File: config.mk
export PLATFORM = sky130hd
export DESIGN_NAME = tag_alloc
export DESIGN_NICKNAME = d
export VERILOG_FILES = /design/src/rtl/tag_pkg.sv /design/src/rtl/tag_ptr.sv /design/src/rtl/tag_alloc.sv
export SDC_FILE = /design/constraint.sdc
export NUM_CORES = 1
export LEC_CHECK = 0
export BUFFER_PORTS_ARGS = -buffer_cell sky130_fd_sc_hd__buf_2
export CELL_PAD_IN_SITES_DETAIL_PLACEMENT = 1
export CELL_PAD_IN_SITES_GLOBAL_PLACEMENT = 1
export CORE_MARGIN = 8
export CORE_UTILIZATION = 21
export DETAILED_ROUTE_END_ITERATION = 10
export HOLD_SLACK_MARGIN = 0.03
export MAX_ROUTING_LAYER = met4
export PLACE_DENSITY = 0.82
export SYNTH_ARGS = -nofsm -noshare
export SYNTH_HDL_FRONTEND = slang
export SYNTH_SLANG_ARGS = --single-unit
export TNS_END_PERCENT = 20
File: constraint.sdc
create_clock -name clk -period 1.58 [get_ports clk]
set_input_delay 0.079 -clock clk [delete_from_list [all_inputs] [get_ports clk]]
set_output_delay 0.079 -clock clk [all_outputs]
set_load 0.01 [all_outputs]
File: src/rtl/tag_pkg.sv
// ---------------------------------------------------------------------------
// tag_pkg
// Shared definitions for the tag allocator slice.
//   - tag_state_e : lifecycle states of a downstream tag_logic instance.
//   - TAG_W_MAX   : widest tag index supported (NUM_TAGS up to 8).
//   - ptr_inc     : wrapping increment of a tag pointer.
// ---------------------------------------------------------------------------
package tag_pkg;

    localparam int unsigned TAG_W_MAX = 3;

    typedef enum logic [2:0] {
        FREE          = 3'd0,
        LDMEM         = 3'd1,
        COMPUTE       = 3'd2,
        COMPUTE_CHECK = 3'd3,
        STMEM         = 3'd4
    } tag_state_e;

    // Next value of a tag pointer; wraps from num_tags-1 back to 0 by an
    // explicit compare so non-power-of-two tag counts work.
    function automatic logic [TAG_W_MAX-1:0] ptr_inc(
        input logic [TAG_W_MAX-1:0] ptr,
        input logic [TAG_W_MAX:0]   num_tags
    );
        logic [TAG_W_MAX:0] last_s;
        last_s = num_tags - 4'd1;
        if (ptr == last_s[TAG_W_MAX-1:0]) begin
            ptr_inc = 3'd0;
        end else begin
            ptr_inc = ptr + 3'd1;
        end
    endfunction

endpackage

File: src/rtl/tag_ptr.sv
// ---------------------------------------------------------------------------
// tag_ptr
// Wrapping tag pointer: counts 0..NUM_TAGS-1 and wraps to 0.
// Ports:
//   clk   - rising-edge clock
//   reset - asynchronous active-low reset, clears the pointer to 0
//   inc   - advance the pointer on the next edge
//   ptr   - current pointer value (registered)
// ---------------------------------------------------------------------------
module tag_ptr
    import tag_pkg::*;
#(
    parameter int NUM_TAGS = 2,
    parameter int TAG_W    = 1
) (
    input  logic             clk,
    input  logic             reset,
    input  logic             inc,
    output logic [TAG_W-1:0] ptr
);

    logic [TAG_W-1:0] ptr_r;

    // Pointer register: cleared asynchronously, advances with wrap on inc.
    always_ff @(posedge clk or negedge reset) begin
        if (!reset) begin
            ptr_r <= {TAG_W{1'b0}};
        end else if (inc) begin
            ptr_r <= TAG_W'(ptr_inc(TAG_W_MAX'(ptr_r), (TAG_W_MAX + 1)'(NUM_TAGS)));
        end else begin
            ptr_r <= ptr_r;
        end
    end

    assign ptr = ptr_r;

endmodule

File: src/rtl/tag_alloc.sv
// ---------------------------------------------------------------------------
// tag_alloc
// Hands out tile-buffer tags round-robin to the controller and routes the
// load / compute / store stage completions to the tag each stage points at.
// Ports:
//   clk, reset                      - clock, async active-low reset
//   block_req / block_ready         - controller request / tag at alloc_ptr free
//   block_reuse, block_flush        - reuse / flush of the last allocated tag
//   block_bias_prev_sw,
//   block_ddr_pe_sw                 - switch qualifiers, broadcast unchanged
//   tag_req, tag_reuse, tag_flush   - one-hot per-tag pulses
//   tag_bias_prev_sw, tag_ddr_pe_sw - broadcast switch copies
//   tag_ready, *_tag_ready          - per-tag status from the tag_logic blocks
//   next_compute_tag                - per-tag "compute finished, move on"
//   *_done                          - stage completion pulses
//   *_tag_done                      - done pulses routed to the stage's tag
//   *_tag, *_valid                  - current tag per stage and its readiness
//   all_idle                        - every tag reports ready
// Only the five pointers and has_alloc are state; all routing is
// combinational.
// ---------------------------------------------------------------------------
module tag_alloc
    import tag_pkg::*;
#(
    parameter int NUM_TAGS = 2,
    parameter int TAG_W    = 1
) (
    input  logic                clk,
    input  logic                reset,
    input  logic                block_req,
    output logic                block_ready,
    input  logic                block_reuse,
    input  logic                block_flush,
    input  logic                block_bias_prev_sw,
    input  logic                block_ddr_pe_sw,
    output logic [NUM_TAGS-1:0] tag_req,
    output logic [NUM_TAGS-1:0] tag_reuse,
    output logic [NUM_TAGS-1:0] tag_flush,
    output logic                tag_bias_prev_sw,
    output logic                tag_ddr_pe_sw,
    input  logic [NUM_TAGS-1:0] tag_ready,
    input  logic [NUM_TAGS-1:0] ldmem_tag_ready,
    input  logic [NUM_TAGS-1:0] compute_tag_ready,
    input  logic [NUM_TAGS-1:0] stmem_tag_ready,
    input  logic [NUM_TAGS-1:0] next_compute_tag,
    output logic [NUM_TAGS-1:0] ldmem_tag_done,
    output logic [NUM_TAGS-1:0] compute_tag_done,
    output logic [NUM_TAGS-1:0] stmem_tag_done,
    input  logic                ldmem_done,
    input  logic                compute_done,
    input  logic                stmem_done,
    output logic [TAG_W-1:0]    ldmem_tag,
    output logic [TAG_W-1:0]    compute_tag,
    output logic [TAG_W-1:0]    stmem_tag,
    output logic                ldmem_valid,
    output logic                compute_valid,
    output logic                stmem_valid,
    output logic                all_idle
);

    // One-hot decode of a tag index.
    function automatic logic [NUM_TAGS-1:0] onehot(input logic [TAG_W-1:0] idx);
        onehot = NUM_TAGS'(1'b1) << idx;
    endfunction

    logic [TAG_W-1:0] alloc_ptr_s;
    logic [TAG_W-1:0] last_ptr_s;
    logic [TAG_W-1:0] ldmem_ptr_s;
    logic [TAG_W-1:0] compute_ptr_s;
    logic [TAG_W-1:0] stmem_ptr_s;
    logic             has_alloc_r;

    logic accept_s;
    logic last_inc_s;
    logic ldmem_fire_s;
    logic compute_fire_s;
    logic stmem_fire_s;
    logic compute_adv_s;

    // Accept and stage-fire decisions; every pulse is held off while reset
    // is asserted so nothing leaks out of a block that is being cleared.
    always_comb begin
        block_ready    = tag_ready[alloc_ptr_s];
        accept_s       = reset && block_req && block_ready;
        ldmem_valid    = ldmem_tag_ready[ldmem_ptr_s];
        compute_valid  = compute_tag_ready[compute_ptr_s];
        stmem_valid    = stmem_tag_ready[stmem_ptr_s];
        ldmem_fire_s   = reset && ldmem_done && ldmem_valid;
        compute_fire_s = reset && compute_done && compute_valid;
        stmem_fire_s   = reset && stmem_done && stmem_valid;
        compute_adv_s  = next_compute_tag[compute_ptr_s];
        // last_ptr trails alloc_ptr by one once anything has been allocated,
        // so it only needs to step on accepts after the first one.
        last_inc_s     = accept_s && has_alloc_r;
    end

    // One-hot pulse routing. Reuse loses to a same-cycle accept; flush
    // always targets the registered last_ptr, i.e. the tag allocated
    // before any accept happening this cycle.
    always_comb begin
        tag_req          = accept_s ? onehot(alloc_ptr_s) : {NUM_TAGS{1'b0}};
        tag_reuse        = (reset && block_reuse && has_alloc_r && !accept_s)
                           ? onehot(last_ptr_s) : {NUM_TAGS{1'b0}};
        tag_flush        = (reset && block_flush && has_alloc_r)
                           ? onehot(last_ptr_s) : {NUM_TAGS{1'b0}};
        ldmem_tag_done   = ldmem_fire_s   ? onehot(ldmem_ptr_s)   : {NUM_TAGS{1'b0}};
        compute_tag_done = compute_fire_s ? onehot(compute_ptr_s) : {NUM_TAGS{1'b0}};
        stmem_tag_done   = stmem_fire_s   ? onehot(stmem_ptr_s)   : {NUM_TAGS{1'b0}};
    end

    // Straight-through broadcasts and status.
    assign tag_bias_prev_sw = block_bias_prev_sw;
    assign tag_ddr_pe_sw    = block_ddr_pe_sw;
    assign all_idle         = &tag_ready;
    assign ldmem_tag        = ldmem_ptr_s;
    assign compute_tag      = compute_ptr_s;
    assign stmem_tag        = stmem_ptr_s;

    // Remembers whether any tag has been handed out since reset.
    always_ff @(posedge clk or negedge reset) begin
        if (!reset) begin
            has_alloc_r <= 1'b0;
        end else if (accept_s) begin
            has_alloc_r <= 1'b1;
        end else begin
            has_alloc_r <= has_alloc_r;
        end
    end

    tag_ptr #(.NUM_TAGS(NUM_TAGS), .TAG_W(TAG_W)) u_alloc_ptr (
        .clk(clk), .reset(reset), .inc(accept_s), .ptr(alloc_ptr_s)
    );

    tag_ptr #(.NUM_TAGS(NUM_TAGS), .TAG_W(TAG_W)) u_last_ptr (
        .clk(clk), .reset(reset), .inc(last_inc_s), .ptr(last_ptr_s)
    );

    tag_ptr #(.NUM_TAGS(NUM_TAGS), .TAG_W(TAG_W)) u_ldmem_ptr (
        .clk(clk), .reset(reset), .inc(ldmem_fire_s), .ptr(ldmem_ptr_s)
    );

    // Compute moves on when its tag signals completion of the whole compute
    // phase, not on every compute_done pulse.
    tag_ptr #(.NUM_TAGS(NUM_TAGS), .TAG_W(TAG_W)) u_compute_ptr (
        .clk(clk), .reset(reset), .inc(compute_adv_s), .ptr(compute_ptr_s)
    );

    tag_ptr #(.NUM_TAGS(NUM_TAGS), .TAG_W(TAG_W)) u_stmem_ptr (
        .clk(clk), .reset(reset), .inc(stmem_fire_s), .ptr(stmem_ptr_s)
    );

endmodule
==> results.tsv <==
stage	metric	value	unit
timing	worstMarginPinSlew	276	ps
critical_path	r2r_end	u_last_ptr.ptr$_DFFE_PN0P_	
clock_tree	htreeDepth	1	
floorplanning	fp-row-count	15	
synth	synth-compound-area-share	0.0935	
min_path	worst_hold_path_type	primary input to register	
global_route	met1_usage	0.0782	
clock_tree	cts_tree	done	
detailed_routing	dr_vias_cell	4.21	
timing	fmax	0.683	GHz
timing	slew_headroom	0.815	
synth	synth_cells	52	
floorplanning	boundaryPins	42	
detailed_routing	vias	493	
synth	synth.yosys.seq_area_share	0.387	
synth	number_of_nets_produced_by_synthesis	72	
critical_path	timing.critical_path.to_type	output port	
floorplanning	design.core.area	1730	sq um
timing	fin_crit_sh	0.927	
critical_path	required	1500	ps
timing	final_period_minus_worst_setup_slack	1470	ps
timing	clock_skew	0.373	ps
floorplanning	die_height	59.0	microns
critical_path	depth_of_the_most_critical_reg_to_reg_path	3	
detailed_routing	drt_wl_total	1390	microns
timing	rsz0062_at_grt	false	
synth	synth.yosys.warnings	0	
synth	yosysTopAreaCellShare	0.387	
clock_tree	root_buffer	sky130_fd_sc_hd__clkbuf_4	
placement	post-place-cells	112	
placement	portBuffers	37	
synth	synth.ff_latch_count	6	
critical_path	crit_fanout	4	
critical_path	slowest_delay	400	ps
timing	max_slew_violation_count	0	
floorplanning	die_width	59.0	microns
clock_tree	clk_latency	240	ps
global_route	grt.met3_usage	0.0499	
finish	n_antenna_cell	0	
timing	setup_tns	0	ps
placement	finalWeightedCongestion	0.651	
finish	postLayoutCoreUtil	0.368	
floorplanning	dieArea	3480	sq um
critical_path	critical_path.reg2reg.startpoint	u_alloc_ptr.ptr$_DFFE_PN0N_	
synth	synth_fa_ha_area_frac	0	
synth	synth.cell_area	388	sq um
pwr	power.density_cell_area	1190	nW/um^2
status	outcome	completed	
synth	post_synth_xor_area_fraction	0.0226	
clock_tree	clkSlewWorstSetupHoldPaths	40	ps
floorplanning	floorplan.initialDensity	0.225	
finish	drive_gt1_frac	0.457	
detailed_routing	drt_pass1_iterations	4	
critical_path	worst_setup_path_start_kind	register	
critical_path	worst_setup_path_endpoint	tag_reuse[1]	
finish	finalNetCount	114	
critical_path	criticalPathCategory	register to output port	
critical_path	master_of_the_slowest_instance_on_the_critical_path	sky130_fd_sc_hd__dfrtp_1	
clock_tree	numCtsBuffers	3	
detailed_routing	wire_per_inst	11.8	microns
synth	syn-mean-instance-area	7.46	sq um
detailed_routing	ant_nets	0	
global_route	gr-usage-met2	0.153	
finish	layout_overhead_on_the_synthesized_area	63.9	%
timing	final_report_hold_violation_count	0	
critical_path	arrival_worst_endpoint	1390	ps
global_route	grt_max_degree	8	
pwr	worst_ir_drop_vdd	0.457	mV
synth	yosysUniqueCellTypes	17	
detailed_routing	post-route-drc-count	0	
synth	synth_area_leader_cell	sky130_fd_sc_hd__dfrtp_1	
global_route	grt_pass1_vias	569	
finish	layout.cells.non_filler	117	
synth	largest_family_of_logic_cells_by_synthesized_area	simple AND/OR/NAND/NOR gates	
placement	dp_hpwl	1170	microns
global_route	overall_track_demand_over_capacity_in_global_routing	0.0872	
synth	synthMuxAreaShare	0.0258	
global_route	antenna_found_initial	0	
detailed_routing	drtIter0Drc	3	
clock_tree	clockBufferDepth	2	
pwr	standby_leakage_power	0.358	nW
job	drv_cap	0	
global_route	grt-busiest-layer	met2	
timing	setup_viol_count_final	0	
clock_tree	tritoncts_num_sinks	6	
critical_path	reg2reg_setup_slack	520	ps
global_route	wire_length_of_the_first_global_routing_pass	2300	microns
critical_path	startpoint	u_alloc_ptr.ptr$_DFFE_PN0N_	
synth	yosys.area_share.simple	0.423	
critical_path	worst_path_cell_trace	mux2i_2, nor2b_1, nor3_1, buf_2	
synth	synth_area_leaders	sky130_fd_sc_hd__dfrtp_1, sky130_fd_sc_hd__nand2_1, sky130_fd_sc_hd__nor2_1	
global_route	grt_total_ovfl	0	
[where the power goes]
group / switching (mW) / leakage (nW) / internal [mW] / total, mW
Combinational: 0.189 / 0.278 / 0.165 / 0.354
Clock: 0.0494 / 0.0138 / 0.0855 / 0.135
Sequential: 0.0559 / 0.0668 / 0.211 / 0.267
[layout make-up]
class	count	area (sq um)
Clock buffer	3	22.5
Fill cell	244	1090
Inverter	1	3.75
Multi-Input combinational cell	43	223
Sequential cell	6	150
Tap cell	25	31.3
Timing Repair Buffer	39	205
[how the worst min path moves through the flow]
| stage | to | depth (start not counted) | startpoint |
|---|---|---|---|
| 3_5_place_dp | u_compute_ptr.ptr$_DFFE_PN0P_ | 1 | reset |
| 5_1_grt | u_compute_ptr.ptr$_DFFE_PN0P_ | 3 | next_compute_tag[0] |
| 4_1_cts | u_compute_ptr.ptr$_DFFE_PN0P_ | 3 | next_compute_tag[0] |
| 6_report | u_compute_ptr.ptr$_DFFE_PN0P_ | 3 | next_compute_tag[0] |
| 3_3_place_gp | u_last_ptr.ptr$_DFFE_PN0P_ | 1 | reset |
| 2_1_floorplan | has_alloc_r$_DFFE_PN0N_ | 0 | reset |
[flip-flops by register name (all words and copies together) (netlist names)]
register           cells
u_compute_ptr.ptr      1
u_last_ptr.ptr         1
has_alloc_r            1
u_stmem_ptr.ptr        1
u_alloc_ptr.ptr        1
u_ldmem_ptr.ptr        1
[what timing repair did]
action	CTS	global route
hold buffers	2	0
setup endpoints to repair	0	2
resized for setup	0	1
setup buffers	0	0
hold endpoints to repair	7	0
[worst max-delay path, delay by kind of cell, from the launching register on]
| family | cells | cell delay (ps) |
|---|---|---|
| AND/OR/NAND/NOR | 2 | 280 |
| multiplexers | 1 | 310 |
| buffers and inverters | 1 | 160 |
| flip-flops | 1 | 400 |
[cells in the final DEF (no fill, tap or decap), drive strengths merged, types with 2 or more instances in the layout]
master	count
o21ai	3
nand2	14
nor2	10
nand2b	5
nor3	2
dfrtp	6
clkbuf	3
nor3b	2
buf	37
dlygate4sd3	2
[cells by family after synthesis]
kind of cell	count (synthesis)
AOI/OAI and AO/OA	6
xor gates and xnor gates	1
buffers and inverters	3
DFF	6
muxes	1
and+or+nand+nor	35
[metal layers]
metal  wire length [microns]  vias to the layer above  part of all wire
met5                       0                        -                 0
met4                       0                        0                 0
met3                     143                        0              0.10
met2                     664                       26              0.48
met1                     577                      220              0.42
li1                        -                      247                 -
[Yosys cell counts, drive strengths merged]
cell type and n:
xor2 1, mux2i 1, nand2b 5, inv 1, nand2 14, nor3b 2
a21oi 1, nor2 10, and2 1, o22a 1, dfrtp 6, o21ai 3
nor2b 1, buf 2, o21bai 1, nor3 2
[metrics by stage]
stage / cell area [sq um] / hold slack [ps] / power [mW] / setup slack (ps)
after floorplan: 388 / -217 / 0.467 / 393
after global placement: 589 / -41.6 / 0.607 / 336
after detailed placement: 589 / -43.5 / 0.624 / 289
after CTS: 632 / 95.2 / 0.771 / 33.1
after global routing: 636 / 141 / 0.834 / 32.8
final: 636 / 98.7 / 0.756 / 115
Note: power is estimated with default switching activity, not from simulation.
